$ cat src/rtl/conv_job_loader.sv
// conv_job_loader: host-side job front end for the convolution accelerator.
// Accepts a streamed job (IFM pixels, then P row-major 4x4 kernels), writes
// it into the input/weight memories, then runs the controller start/done
// handshake and reports completion with a one-cycle job_done pulse.
module conv_job_loader #(
  parameter int P         = 2,
  parameter int DATA_W    = 8,
  parameter int IFM_DIM   = 16,
  parameter int ADDR_W    = 10,
  parameter int START_CYC = 2
) (
  input  logic              clk,
  input  logic              rst_n,
  input  logic              cmd_go,
  input  logic              s_valid,
  output logic              s_ready,
  input  logic [DATA_W-1:0] s_data,
  input  logic              s_last,
  output logic              mem_we,
  output logic              mem_sel,
  output logic [ADDR_W-1:0] mem_addr,
  output logic [DATA_W-1:0] mem_wdata,
  output logic              start,
  input  logic              done,
  output logic              busy,
  output logic              job_done,
  output logic              err
);

  localparam int IFM_WORDS = IFM_DIM * IFM_DIM;
  localparam int W_WORDS   = 16 * P;
  localparam logic [ADDR_W-1:0] IFM_LAST = ADDR_W'(IFM_WORDS - 1);
  localparam logic [ADDR_W-1:0] W_LAST   = ADDR_W'(W_WORDS - 1);
  localparam int CYC_W = (START_CYC > 1) ? $clog2(START_CYC) : 1;
  localparam logic [CYC_W-1:0] CYC_LAST = CYC_W'(START_CYC - 1);

  typedef enum logic [2:0] {
    IDLE,
    LOAD_IFM,
    LOAD_W,
    START,
    RUN,
    FIN
  } state_t;

  state_t            state;
  state_t            state_nxt;
  logic [ADDR_W-1:0] ifm_cnt;
  logic [ADDR_W-1:0] w_cnt;
  logic [CYC_W-1:0]  cyc_cnt;
  logic              accept;
  logic              ifm_final;
  logic              w_final;
  logic              frame_err;
  logic              job_go;

  // Handshake decode. s_ready depends only on the state register, so there
  // is no combinational path from s_valid back to s_ready.
  assign s_ready   = (state == LOAD_IFM) || (state == LOAD_W);
  assign busy      = (state != IDLE);
  assign start     = (state == START);
  assign job_done  = (state == FIN);
  assign accept    = s_valid & s_ready;
  assign job_go    = (state == IDLE) && cmd_go;
  assign ifm_final = (ifm_cnt == IFM_LAST);
  assign w_final   = (w_cnt == W_LAST);

  // A beat is mis-framed if s_last is set anywhere except the final weight
  // beat, or missing on that final beat. The beat itself is still written.
  assign frame_err = accept && (((state == LOAD_IFM) && s_last) ||
                                ((state == LOAD_W) && (s_last != w_final)));

  // State register; reset aborts any job in flight.
  // NOTE: every clocked block uses non-blocking (<=) assignments so all
  // registers update together from the values sampled at the same edge.
  always_ff @(posedge clk or negedge rst_n) begin
    if (!rst_n) state <= IDLE;
    else        state <= state_nxt;
  end

  // Next-state logic for the job sequence.
  // NOTE: state_nxt gets a default before the case so no path leaves it
  // unassigned, which would otherwise infer a latch.
  always_comb begin
    state_nxt = state;
    unique case (state)
      IDLE:     if (cmd_go) state_nxt = LOAD_IFM;
      LOAD_IFM: if (accept) begin
                  if (frame_err)      state_nxt = IDLE;
                  else if (ifm_final) state_nxt = LOAD_W;
                end
      LOAD_W:   if (accept) begin
                  if (frame_err)    state_nxt = IDLE;
                  else if (w_final) state_nxt = START;
                end
      START:    if (cyc_cnt == CYC_LAST) state_nxt = RUN;
      RUN:      if (done) state_nxt = FIN;
      FIN:      state_nxt = IDLE;
      default:  state_nxt = IDLE;
    endcase
  end

  // Address counters: cleared when a job is accepted, stepped per beat.
  always_ff @(posedge clk or negedge rst_n) begin
    if (!rst_n) begin
      ifm_cnt <= '0;
      w_cnt   <= '0;
    end else if (job_go) begin
      ifm_cnt <= '0;
      w_cnt   <= '0;
    end else if (accept && (state == LOAD_IFM)) begin
      ifm_cnt <= ifm_cnt + 1'b1;
    end else if (accept && (state == LOAD_W)) begin
      w_cnt <= w_cnt + 1'b1;
    end
  end

  // Counts how long start has been held; idles at zero outside START.
  always_ff @(posedge clk or negedge rst_n) begin
    if (!rst_n)              cyc_cnt <= '0;
    else if (state != START) cyc_cnt <= '0;
    else                     cyc_cnt <= cyc_cnt + 1'b1;
  end

  // Sticky framing error, cleared only by the next accepted job.
  always_ff @(posedge clk or negedge rst_n) begin
    if (!rst_n)         err <= 1'b0;
    else if (job_go)    err <= 1'b0;
    else if (frame_err) err <= 1'b1;
  end

  // Registered memory write port: one write per accepted beat, next cycle.
  always_ff @(posedge clk or negedge rst_n) begin
    if (!rst_n) begin
      mem_we    <= 1'b0;
      mem_sel   <= 1'b0;
      mem_addr  <= '0;
      mem_wdata <= '0;
    end else begin
      mem_we <= accept;
      if (accept) begin
        mem_sel   <= (state == LOAD_W);
        mem_addr  <= (state == LOAD_W) ? w_cnt : ifm_cnt;
        mem_wdata <= s_data;
      end
    end
  end

endmodule
$ cat config.mk
export PLATFORM = sky130hd
export DESIGN_NAME = conv_job_loader
export DESIGN_NICKNAME = d
export VERILOG_FILES = /design/src/rtl/conv_job_loader.sv
export SDC_FILE = /design/constraint.sdc
export NUM_CORES = 1
export LEC_CHECK = 0
export CAP_MARGIN = 20
export CORE_MARGIN = 2
export CORE_UTILIZATION = 45
export CTS_BUF_LIST = sky130_fd_sc_hd__clkbuf_8
export DETAILED_ROUTE_END_ITERATION = 6
export HOLD_SLACK_MARGIN = 0.15
export MAX_ROUTING_LAYER = met4
export PLACE_DENSITY_LB_ADDON = 0.05
export SETUP_SLACK_MARGIN = 0.5
export SYNTH_ARGS = -nofsm -noshare
export SYNTH_HDL_FRONTEND = slang
export SYNTH_SLANG_ARGS = --single-unit
$ cat constraint.sdc
create_clock -name clk -period 2.2 [get_ports clk]
set_clock_uncertainty 0.05 [all_clocks]
set_input_delay 0.44 -clock clk [delete_from_list [all_inputs] [get_ports clk]]
set_output_delay 0.44 -clock clk [all_outputs]
set_load 0.01 [all_outputs]
## Yosys cells after proc, flatten, opt, wreduce, memory -nomap -nowiden

Cells that the tools add are included.

| word-level totals | value |
|---|---|
| flip-flop bits (word level) | 45 |
| bits of input ports | 14 |
| output and inout port bits | 25 |
| logic and storage cells | 64 |

| operators by class | value |
|---|---|
| $add $sub $neg | 3 |
| eq/ne operators | 17 |
| multiplexer cells | 19 |
| bitwise logic cells | 1 |
| reduce and logical (&&, ||, !) cells | 15 |

Operators with widths:

| kind | count |
|---|---|
| $mux W10 | 6 |
| $mux W3 | 9 |
| $add A10 B1 Y10 const B | 2 |
| $pmux W3 S5 | 1 |
| $eq A10 B5 Y1 const B | 1 |
| $eq A10 B8 Y1 const B | 1 |
| $ne A2 B2 Y1 const B | 5 |
| $reduce_and A7 Y1 | 1 |
| $eq A3 B2 Y1 const B | 2 |
| $eq A3 B3 Y1 const B | 2 |
| $logic_and A1 B1 Y1 | 6 |
| $ne A3 B3 Y1 const B | 2 |
| $reduce_bool A2 Y1 | 3 |
| $eq A3 B1 Y1 const B | 1 |
| $logic_not A3 Y1 | 1 |
| $mux W1 | 3 |
| $ne A3 B2 Y1 const B | 1 |
| $reduce_bool A3 Y1 | 1 |
| $logic_or A1 B1 Y1 | 2 |
| $ne A2 B1 Y1 const B | 1 |
| $reduce_and A2 Y1 | 1 |
| $add A1 B1 Y1 const B | 1 |
| $and A1 B1 Y1 | 1 |
| $ne A1 B1 Y1 | 1 |

## Depth between registers and ports, before layout

Gate-level depths: netlist of run 1.

| logic depth | value |
|---|---|
| word-level depth | 8 |
| gate-level depth with buffers | 7 |
| mapped depth without buffers | 6 |

## Worst setup path after synthesis of run 1

Ideal clock, no wire load.

| timing | value |
|---|---|
| path kind | register to register |
| start | register w_cnt[5] |
| end | register state[0] |
| library setup time | 0.127 ns |
| arrival | 1.570 ns |
| data required time | 2.023 ns |
| slack | 0.452 ns |
| stages on the path, launching flop included | 6 |
| path buffers | 0 |
| clock period less this slack | 1.748 ns |
| cell sequence | dfrtp_1 -> or3_4 -> nor4_4 -> mux2i_1 -> a31oi_2 -> mux2i_1 |

| between the ends | value |
|---|---|
| word-level cells in the longest chain between the ends | 8 |
| elaborated cells on any way between the ends | 13 |
| those cells by class | eq/ne (4); mux (5); reduce/logical (4) |

RTL lines:

| item | line | RTL |
|---|---|---|
| start, declared | 49 | `logic [ADDR_W-1:0] w_cnt;` |
| start signal, assigned | 114 | `w_cnt <= w_cnt + 1'b1;` |
| $eq A10 B5 Y1 * | 66 | `assign w_final = (w_cnt == W_LAST);` |
| $ne A1 B1 Y1 | 71 | `((state == LOAD_W) && (s_last != w_final)));` |
| $logic_and A1 B1 Y1 | 71 |  |
| $logic_or A1 B1 Y1 | 70 | `assign frame_err = accept && (((state == LOAD_IFM) && s_last) \|\|` |
| $logic_and A1 B1 Y1 | 70 |  |
| $mux W3 (on tied branches) | 93, 89 |  |
| $mux W3 (on tied branches) | 92, 88 |  |
| $pmux W3 S5 | 86 | `unique case (state)` |
| end signal, assigned | 78 | `else state <= state_nxt;` |
| end, declared | 46 | `state_t state;` |

Mark *: on every way between the ends. The rest lies on a longest branch, timed or not. The select of a mux whose other input is x is not followed.
A chain may end at the register's enable or synchronous reset.

## Worst setup path in the final report of run 1

| timing | value |
|---|---|
| start | register w_cnt[1] |
| end | register state[0] |

The elaborated chain is that of the path after synthesis.

==> flow_metrics.tcl, run 1 <==
set metrics [dict create \
    status "finished clean" \
    antennaDiodeCount 0 \
    drv_cap 0 \
    synth-xor-area-share 0.0706 \
    min_path_cells 1 \
    synthMuxAreaShare 0.103 \
    worst_slew_pin_slew_ps 670 \
    seq_area_frac_synth 0.504 \
    num-fill-cells 386 \
    port_buffers 38 \
    grt_pass1_vias 1603 \
    cp_max_fo 4 \
    ys_seq_elements 45 \
    antenna_found_initial 0 \
    coreArea_mm2 0.00475 \
    track_usage 0.199 \
    cts_buffers 5 \
    dieHeight_um 74.4 \
    syn-instance-count 211 \
    holdWs_ps 394 \
    area_delta_synth_final_pct 46.5 \
    reg2regPathDepth 6 \
    die_x_um 74.4 \
    crit_path_end_kind "flip-flop" \
    hold_violations 0 \
    initial_utilization 0.469 \
    antenna_left 0 \
    clock.fmax_mhz 522 \
    ys_top_cells_by_area "dfrtp_1, mux2i_1, nand2_1" \
    synth_nets 227 \
    drt_pre_antenna_iters 4 \
    slew_violations 0 \
    vdd_drop_max_v 0.000591 \
    yosys_warnings 0 \
    grt_pass1_wl_um 7840 \
    fin_tns_setup_ps 0 \
    seqCellArea_mm2 0.00113 \
    final_period_minus_worst_setup_slack_ps 1920 \
    finalNetCount 302 \
    htreeDepth 2 \
    slew_headroom 0.553 \
    clk-insertion-delay-late_ps 290 \
    syn_area_per_cell_um2 10.6 \
    multi_input_area_mm2 0.00114 \
    io_pins 39 \
    post-route-util 0.688 \
    final_cell_mix "dfrtp_1, nand2_1, nor2_1" \
    power_leakage_nw 1.72 \
    synth-simple-area-share 0.209 \
    grt_max_degree 32 \
    drc 0 \
    cp.arrival_ps 2040 \
    worstSetupStartpointType "flip-flop" \
    dieArea_mm2 0.00554 \
    syn_area_mm2 0.00223 \
    crit_start "w_cnt[1]$_DFFE_PN0P_" \
    layout_commonest_cell "dfrtp_1" \
    synth_top_cell_by_area "dfrtp_1" \
    cts_buffer_depth 2 \
    yosys.cell_types.count 40 \
    powerDensity_mw_per_mm2 797 \
    placed_cells 317 \
    grt_overflow_total 0 \
    clk_pin_slew_ps 70 \
    reg2reg_slack_ps 280 \
    vias 1745 \
    required_ps 2320 \
    synth_edf_count 0 \
    hold_class "reg -> reg" \
    setup_viol 0 \
    synthAdderAreaFrac 0.0112 \
    cts_tree "built" \
    ys_dominant_reg_cell "dfrtp_1" \
    drive_above_1_share 0.298 \
    drt_iter0_markers 37 \
    vias_per_cell 4.96 \
    synth_top_family_by_area "simple AND/OR/NAND/NOR gates" \
    crit_end "state[0]$_DFFE_PN0P_" \
    dpl.hpwl_um 3270 \
    r2r_start "w_cnt[1]$_DFFE_PN0P_" \
    post-route-period-util 0.871 \
    synth_top_cell_area_share 0.504 \
    total_power_w 0.00260 \
    synth_compound_area_frac 0.0583 \
    rsz0062_at_grt "yes" \
    fin_cells 352 \
    critPathKind "reg -> reg" \
    rows 25 \
    r2r_end "state[0]$_DFFE_PN0P_" \
    routed_wl_um 5110 \
    routabilityCongestion 0.825 \
    detail_route.wl_per_cell_um 14.5 \
    numClockSinks 45 \
    cts_root_buffer "clkbuf_8" \
    synth-async-reset-ratio 1.00 \
]
-- cell families after synthesis --
| family | after synthesis |
|---|---|
| xor gates and xnor gates | 18 |
| adders and majority gates | 2 |
| DFF | 45 |
| buffers and inverters | 16 |
| AOI/OAI and AO/OA | 22 |
| muxes | 22 |
| and+or+nand+nor | 86 |
-- power by group --
| group | switching, W | internal, W | leakage, nW |
|---|---|---|---|
| Combinational | 0.000454 | 0.000623 | 1.09 |
| Clock | 0.000253 | 0.000209 | 0.0399 |
| Sequential | 0.0000960 | 0.000969 | 0.598 |
-- synthesized netlist by cell type (2+ instances only) --
cell and n:
mux2_1 2, buf_2 2, nor2_1 25, o21ai_0 13, nor3_1 2, inv_1 6
nand3_1 7, and4_1 2, xor2_1 12, and3_1 6, a21oi_1 3, ha_1 2
xnor2_1 6, mux2_2 6, buf_4 2, nand2_1 29, clkbuf_8 2, dfrtp_1 45
mux2i_1 14, clkbuf_1 3, nand4_1 3
-- metal layers --
metal / global-route usage / wire (µm)
met1: 0.266 / 2450
met3: 0.0434 / 151
met2: 0.296 / 2430
met5: - / 0
met4: 0.0754 / 78
-- state kept, by name (all words and copies together) (netlist names) --
signal,count
ifm_cnt,10
mem_addr,10
w_cnt,10
err,1
mem_we,1
state,3
mem_sel,1
mem_wdata,8
cyc_cnt,1
-- layout make-up --
class	instances	share of cell area
sequential	45	0.346
inverter	6	0.00689
clock buffer	5	0.0210
clock inverter	1	0.00153
multi-input combinational	150	0.348
tap	67	0.0256
timing repair buffer	78	0.251
-- critical path: stages, from the launching register on --
cell	delay [ps]
dfrtp_1	400
ha_2	210
nand4_1	120
nor4_4	340
mux2i_2	370
a31oi_2	160
mux2i_1	140
-- how the worst min path moves through the flow --
stage                                 start                 to  slack (ps)
after floorplan                       rst_n  cyc_cnt$_DFF_PN0_          90
after global placement    cyc_cnt$_DFF_PN0_  cyc_cnt$_DFF_PN0_         380
after detailed placement  cyc_cnt$_DFF_PN0_  cyc_cnt$_DFF_PN0_         380
after CTS                 cyc_cnt$_DFF_PN0_  cyc_cnt$_DFF_PN0_         390
after global routing      cyc_cnt$_DFF_PN0_  cyc_cnt$_DFF_PN0_         420
final                     cyc_cnt$_DFF_PN0_  cyc_cnt$_DFF_PN0_         390
-- through the flow --
step	worst slack [ps]	instance area (µm²)
global placement	126	2720
finish	283	3270
CTS	295	2990
global route	182	3270
detailed placement	82.6	2720
floorplan	488	2240
-- timing repair --
item,CTS,global route
resized for setup,32,62
cloned,1,2
setup endpoints to repair,31,53
pin swaps,8,14
hold buffers,1,0
buffers inserted,15,10
hold endpoints to repair,9,0
Power figures use the tool's default switching activity.
==> run 2: changes to the inputs <==
--- a/config.mk
+++ b/config.mk
@@ -5,7 +5,6 @@
 export SDC_FILE = /design/constraint.sdc
 export NUM_CORES = 1
 export LEC_CHECK = 0
-export CAP_MARGIN = 20
 export CORE_MARGIN = 2
 export CORE_UTILIZATION = 45
 export CTS_BUF_LIST = sky130_fd_sc_hd__clkbuf_8
@@ -13,6 +12,7 @@
 export HOLD_SLACK_MARGIN = 0.15
 export MAX_ROUTING_LAYER = met4
 export PLACE_DENSITY_LB_ADDON = 0.05
+export RECOVER_POWER = 50
 export SETUP_SLACK_MARGIN = 0.5
 export SYNTH_ARGS = -nofsm -noshare
 export SYNTH_HDL_FRONTEND = slang
==> flow_metrics.tcl, run 2 (synthesis gave the netlist of run 1 again) <==
set metrics [dict create \
    layout_commonest_cell "dfrtp_1" \
    slew_headroom 0.516 \
    vias 1767 \
    grt_overflow_total 0 \
    worstSetupStartpointType "flip-flop" \
    cp.arrival_ps 2040 \
    io_pins 39 \
    grt_pass1_vias 1603 \
    coreArea_mm2 0.00475 \
    drt_iter0_markers 68 \
    antenna_left 0 \
    setup_slack_ps 277 \
    hold_violations 0 \
    final_period_minus_worst_setup_slack_ps 1920 \
    cts_root_buffer "clkbuf_8" \
    port_buffers 38 \
    crit_path_end_kind "flip-flop" \
    htreeDepth 2 \
    fin_tns_setup_ps 0 \
    rsz0062_at_grt "yes" \
    power_leakage_nw 1.41 \
    dieHeight_um 74.4 \
    dieArea_mm2 0.00554 \
    setup_viol 0 \
    routabilityCongestion 0.825 \
    clk_pin_slew_ps 80 \
    vias_per_cell 5.02 \
    die_x_um 74.4 \
    hold_class "reg -> reg" \
    slew_violations 0 \
    cts_tree "built" \
    clk-insertion-delay-late_ps 290 \
    drt_pre_antenna_iters 4 \
    vdd_drop_max_v 0.000596 \
    drive_above_1_share 0.284 \
    status "finished clean" \
    final_cell_mix "dfrtp_1, nand2_1, nor2_1" \
    dpl.hpwl_um 3270 \
    powerDensity_mw_per_mm2 809 \
    cp_max_fo 4 \
    cts_buffers 5 \
    detail_route.wl_per_cell_um 14.5 \
    post-place-ws_ps 82.6 \
    placed_cells 317 \
    grt_pass1_wl_um 7840 \
    rows 25 \
    initial_utilization 0.469 \
    required_ps 2320 \
    grt_max_degree 32 \
    area_delta_synth_final_pct 43.3 \
    antennaDiodeCount 0 \
    worst_slew_pin_slew_ps 726 \
    num-fill-cells 405 \
    clock.fmax_mhz 520 \
    reg.largest.list "ifm_cnt: 10 flops, mem_addr: 10 flops, w_cnt: 10 flops" \
    fin_cells 352 \
    numClockSinks 45 \
    cts_buffer_depth 2 \
    critPathKind "reg -> reg" \
    post-route-period-util 0.874 \
    routed_wl_um 5110 \
    finalNetCount 302 \
    drc 0 \
    drv_cap 0 \
    antenna_found_initial 0 \
    track_usage 0.199 \
]
==> run 2: cell count changes in the layout (fill, tap and decap cells not counted) <==
cell | previous run | this run
buf_4 | 21 | 20
dfrtp_2 | 3 | 2
clkbuf_2 | 1 | 2
buf_2 | 3 | 2
dfrtp_1 | 42 | 43
clkdlybuf4s25_1 | 0 | 20
buf_6 | 15 | 13
dlymetal6s2s_1 | 20 | 0
clkbuf_1 | 0 | 3
==> run 2: report_power, final <==
part / switching, W / total [W] / internal [W] / leakage, nW
combinational: 0.000455 / 0.00105 / 0.000600 / 0.772
clock: 0.000256 / 0.000466 / 0.000209 / 0.0399
sequential: 0.0000979 / 0.00107 / 0.000969 / 0.599
==> run 2: layout make-up <==
cell class,instances,area [µm²],area share
clock inverters,1,5.00,0.00156
well taps,67,83.8,0.0262
flip-flops and latches,45,1130,0.353
repair buffers,78,752,0.235
clock buffers,5,68.8,0.0215
multi-input cells,150,1140,0.356
inverters,6,22.5,0.00704
==> run 2: worst max-delay path, cell delays in order, from the launching register on <==
cell and delay (ps):
dfrtp_1 410, ha_2 210, nand4_1 120, nor4_4 340
mux2i_2 370, a31oi_2 160, mux2i_1 140
==> run 2: layer usage <==
metal	GRT usage	up-vias	routed length (µm)	part of all wire
li1	-	866	-	-
met1	0.266	854	2440	0.48
met2	0.296	41	2460	0.48
met3	0.0434	6	148	0.029
met4	0.0754	0	66	0.013
met5	-	-	0	0
==> run 2: worst paths after layout <==
path	from	end	slack (ps)	cells past startpoint
max in group asynchronous	rst_n	mem_wdata[5]$_DFFE_PN0P_	680	3
min in group asynchronous	rst_n	mem_we$_DFF_PN0_	680	2
setup / recovery	w_cnt[1]$_DFFE_PN0P_	state[0]$_DFFE_PN0P_	280	6
hold reg to reg	cyc_cnt$_DFF_PN0_	cyc_cnt$_DFF_PN0_	390	1
hold / removal	cyc_cnt$_DFF_PN0_	cyc_cnt$_DFF_PN0_	390	1
setup reg to reg	w_cnt[1]$_DFFE_PN0P_	state[0]$_DFFE_PN0P_	280	6
==> run 2: per-stage QoR <==
step | util | total power [W] | hold slack (ps) | instance area [µm²]
after global routing | 0.673 | 0.00275 | 423 | 3200
after floorplan | - | 0.00151 | 94.4 | 2240
final | 0.673 | 0.00259 | 395 | 3200
after global placement | 0.572 | 0.00191 | 384 | 2720
after detailed placement | 0.572 | 0.00191 | 377 | 2720
after CTS | 0.629 | 0.00251 | 388 | 2990
==> run 2: timing repair <==
| action | CTS | global route |
|---|---|---|
| resized for setup | 32 | 62 |
| cloned | 1 | 2 |
| endpoints found under the setup margin | 31 | 53 |
| pin swaps | 8 | 14 |
| hold buffers | 1 | 0 |
| setup buffers | 15 | 10 |
| hold endpoints to repair | 9 | 0 |
==> run 3: changes to the inputs <==
--- a/config.mk
+++ b/config.mk
@@ -8,11 +8,12 @@
 export CORE_MARGIN = 2
 export CORE_UTILIZATION = 45
 export CTS_BUF_LIST = sky130_fd_sc_hd__clkbuf_8
+export CTS_CLUSTER_SIZE = 20
 export DETAILED_ROUTE_END_ITERATION = 6
 export HOLD_SLACK_MARGIN = 0.15
 export MAX_ROUTING_LAYER = met4
 export PLACE_DENSITY_LB_ADDON = 0.05
-export RECOVER_POWER = 50
+export RECOVER_POWER = 100
 export SETUP_SLACK_MARGIN = 0.5
 export SYNTH_ARGS = -nofsm -noshare
 export SYNTH_HDL_FRONTEND = slang
==> flow_metrics.tcl, run 3 (synthesis gave the netlist of run 1 again) <==
set metrics [dict create \
    status "finished clean" \
    vias_per_cell 5.03 \
    finalNetCount 302 \
    vias 1771 \
    drt_pre_antenna_iters 4 \
    crit_path_end_kind "flip-flop" \
    rows 25 \
    area_delta_synth_final_pct 37.4 \
    initial_utilization 0.469 \
    clk_pin_slew_ps 80 \
    clock.fmax_mhz 503 \
    numClockSinks 45 \
    setup_slack_ps 212 \
    post-route-util 0.645 \
    num-fill-cells 425 \
    setup_viol 0 \
    drc 0 \
    cts_root_buffer "clkbuf_8" \
    routed_wl_um 5100 \
    grt_pass1_wl_um 7840 \
    rsz0062_at_grt "yes" \
    m1WireLength_um 2440 \
    met3WireLength_um 155 \
    io_pins 39 \
    vdd_drop_max_v 0.000556 \
    dr.max_layer_used "met4" \
    wl_met2_um 2410 \
    track_usage 0.199 \
    fin_tns_setup_ps 0 \
    cp.arrival_ps 2130 \
    post-place-ws_ps 82.6 \
    drive_above_1_share 0.207 \
    critPathKind "reg -> reg" \
    grt_pass1_vias 1603 \
    worst_slew_pin_slew_ps 743 \
    routabilityCongestion 0.825 \
    coreArea_mm2 0.00475 \
    slew_headroom 0.505 \
    grt_max_degree 32 \
    layout_commonest_cell "dfrtp_1" \
    total_power_w 0.00242 \
    cts_tree "built" \
    final_period_minus_worst_setup_slack_ps 1990 \
    htreeDepth 2 \
    power_leakage_nw 1.34 \
    drv_cap 0 \
    port_buffers 38 \
    hold_violations 0 \
    dpl.hpwl_um 3270 \
    dieArea_mm2 0.00554 \
    final_cell_mix "dfrtp_1, nand2_1, nor2_1" \
    drt_iter0_markers 52 \
    cp_max_fo 5 \
    post-route-period-util 0.904 \
    required_ps 2340 \
    cts_buffer_depth 2 \
    hold_class "reg -> reg" \
    antennaDiodeCount 0 \
    slew_violations 0 \
    worstSetupStartpointType "flip-flop" \
    detail_route.wl_per_cell_um 14.5 \
    grt_overflow_total 0 \
    holdWs_ps 392 \
    antenna_left 0 \
    reg.largest.list "ifm_cnt: 10 flops, mem_addr: 10 flops, w_cnt: 10 flops" \
    cts_buffers 5 \
    clk-insertion-delay-late_ps 290 \
    die_x_um 74.4 \
    antenna_found_initial 0 \
    powerDensity_mw_per_mm2 790 \
    dieHeight_um 74.4 \
]
## run 3: power by group
group,internal [W],total (W),switching (W)
Clock,0.000209,0.000467,0.000258
Sequential,0.000969,0.00106,0.0000940
Combinational,0.000467,0.000893,0.000426
Total,0.00165,0.00242,0.000778
## run 3: repair_timing
| item | CTS | global route |
|---|---|---|
| resized for setup | 32 | 62 |
| endpoints found under the setup margin | 31 | 53 |
| setup buffers | 15 | 10 |
| hold buffers | 1 | 0 |
| hold endpoints to repair | 9 | 0 |
| cloned | 1 | 2 |
| pin swaps | 8 | 14 |
## run 3: final timing paths
check                                          start                 endpoint  slack (ps)  depth (start not counted)
worst min-delay path               cyc_cnt$_DFF_PN0_        cyc_cnt$_DFF_PN0_         390                          1
worst max-delay path            state[2]$_DFFE_PN0P_  mem_addr[8]$_DFFE_PN0P_         210                          8
worst min register to register     cyc_cnt$_DFF_PN0_        cyc_cnt$_DFF_PN0_         390                          1
min in group asynchronous                      rst_n         mem_we$_DFF_PN0_         680                          2
worst max register to register  state[2]$_DFFE_PN0P_  mem_addr[8]$_DFFE_PN0P_         210                          8
max in group asynchronous                      rst_n     state[0]$_DFFE_PN0P_         460                          3
## run 3: routing by layer
layer,vias to the layer above,track usage
li1,868,-
met4,0,0.0754
met1,854,0.266
met3,9,0.0434
met2,40,0.296
met5,-,-
## run 3: worst max-delay path: stages (launching register included)
cell	delay, ps
dfrtp_2	410
clkbuf_1	130
clkbuf_1	140
buf_6	130
nor3b_4	210
clkbuf_1	330
clkbuf_4	220
mux2i_2	200
o21ai_2	70
## run 3: final cells by class
cell class                      count  area, µm²  share of cell area
Clock buffer                        5       68.8              0.0224
Inverter                            6       22.5             0.00734
Multi-Input combinational cell    150       1070               0.350
Sequential cell                    45       1130               0.368
Timing Repair Buffer               78        683               0.223
Tap cell                           67       83.8              0.0273
Clock inverter                      1       5.00             0.00163
## run 3: per-stage QoR
stage | cell area, µm² | instances
after floorplan | 2240 | 211
after global placement | 2720 | 317
after detailed placement | 2720 | 317
after CTS | 2990 | 340
after global routing | 3070 | 352
final | 3070 | 352
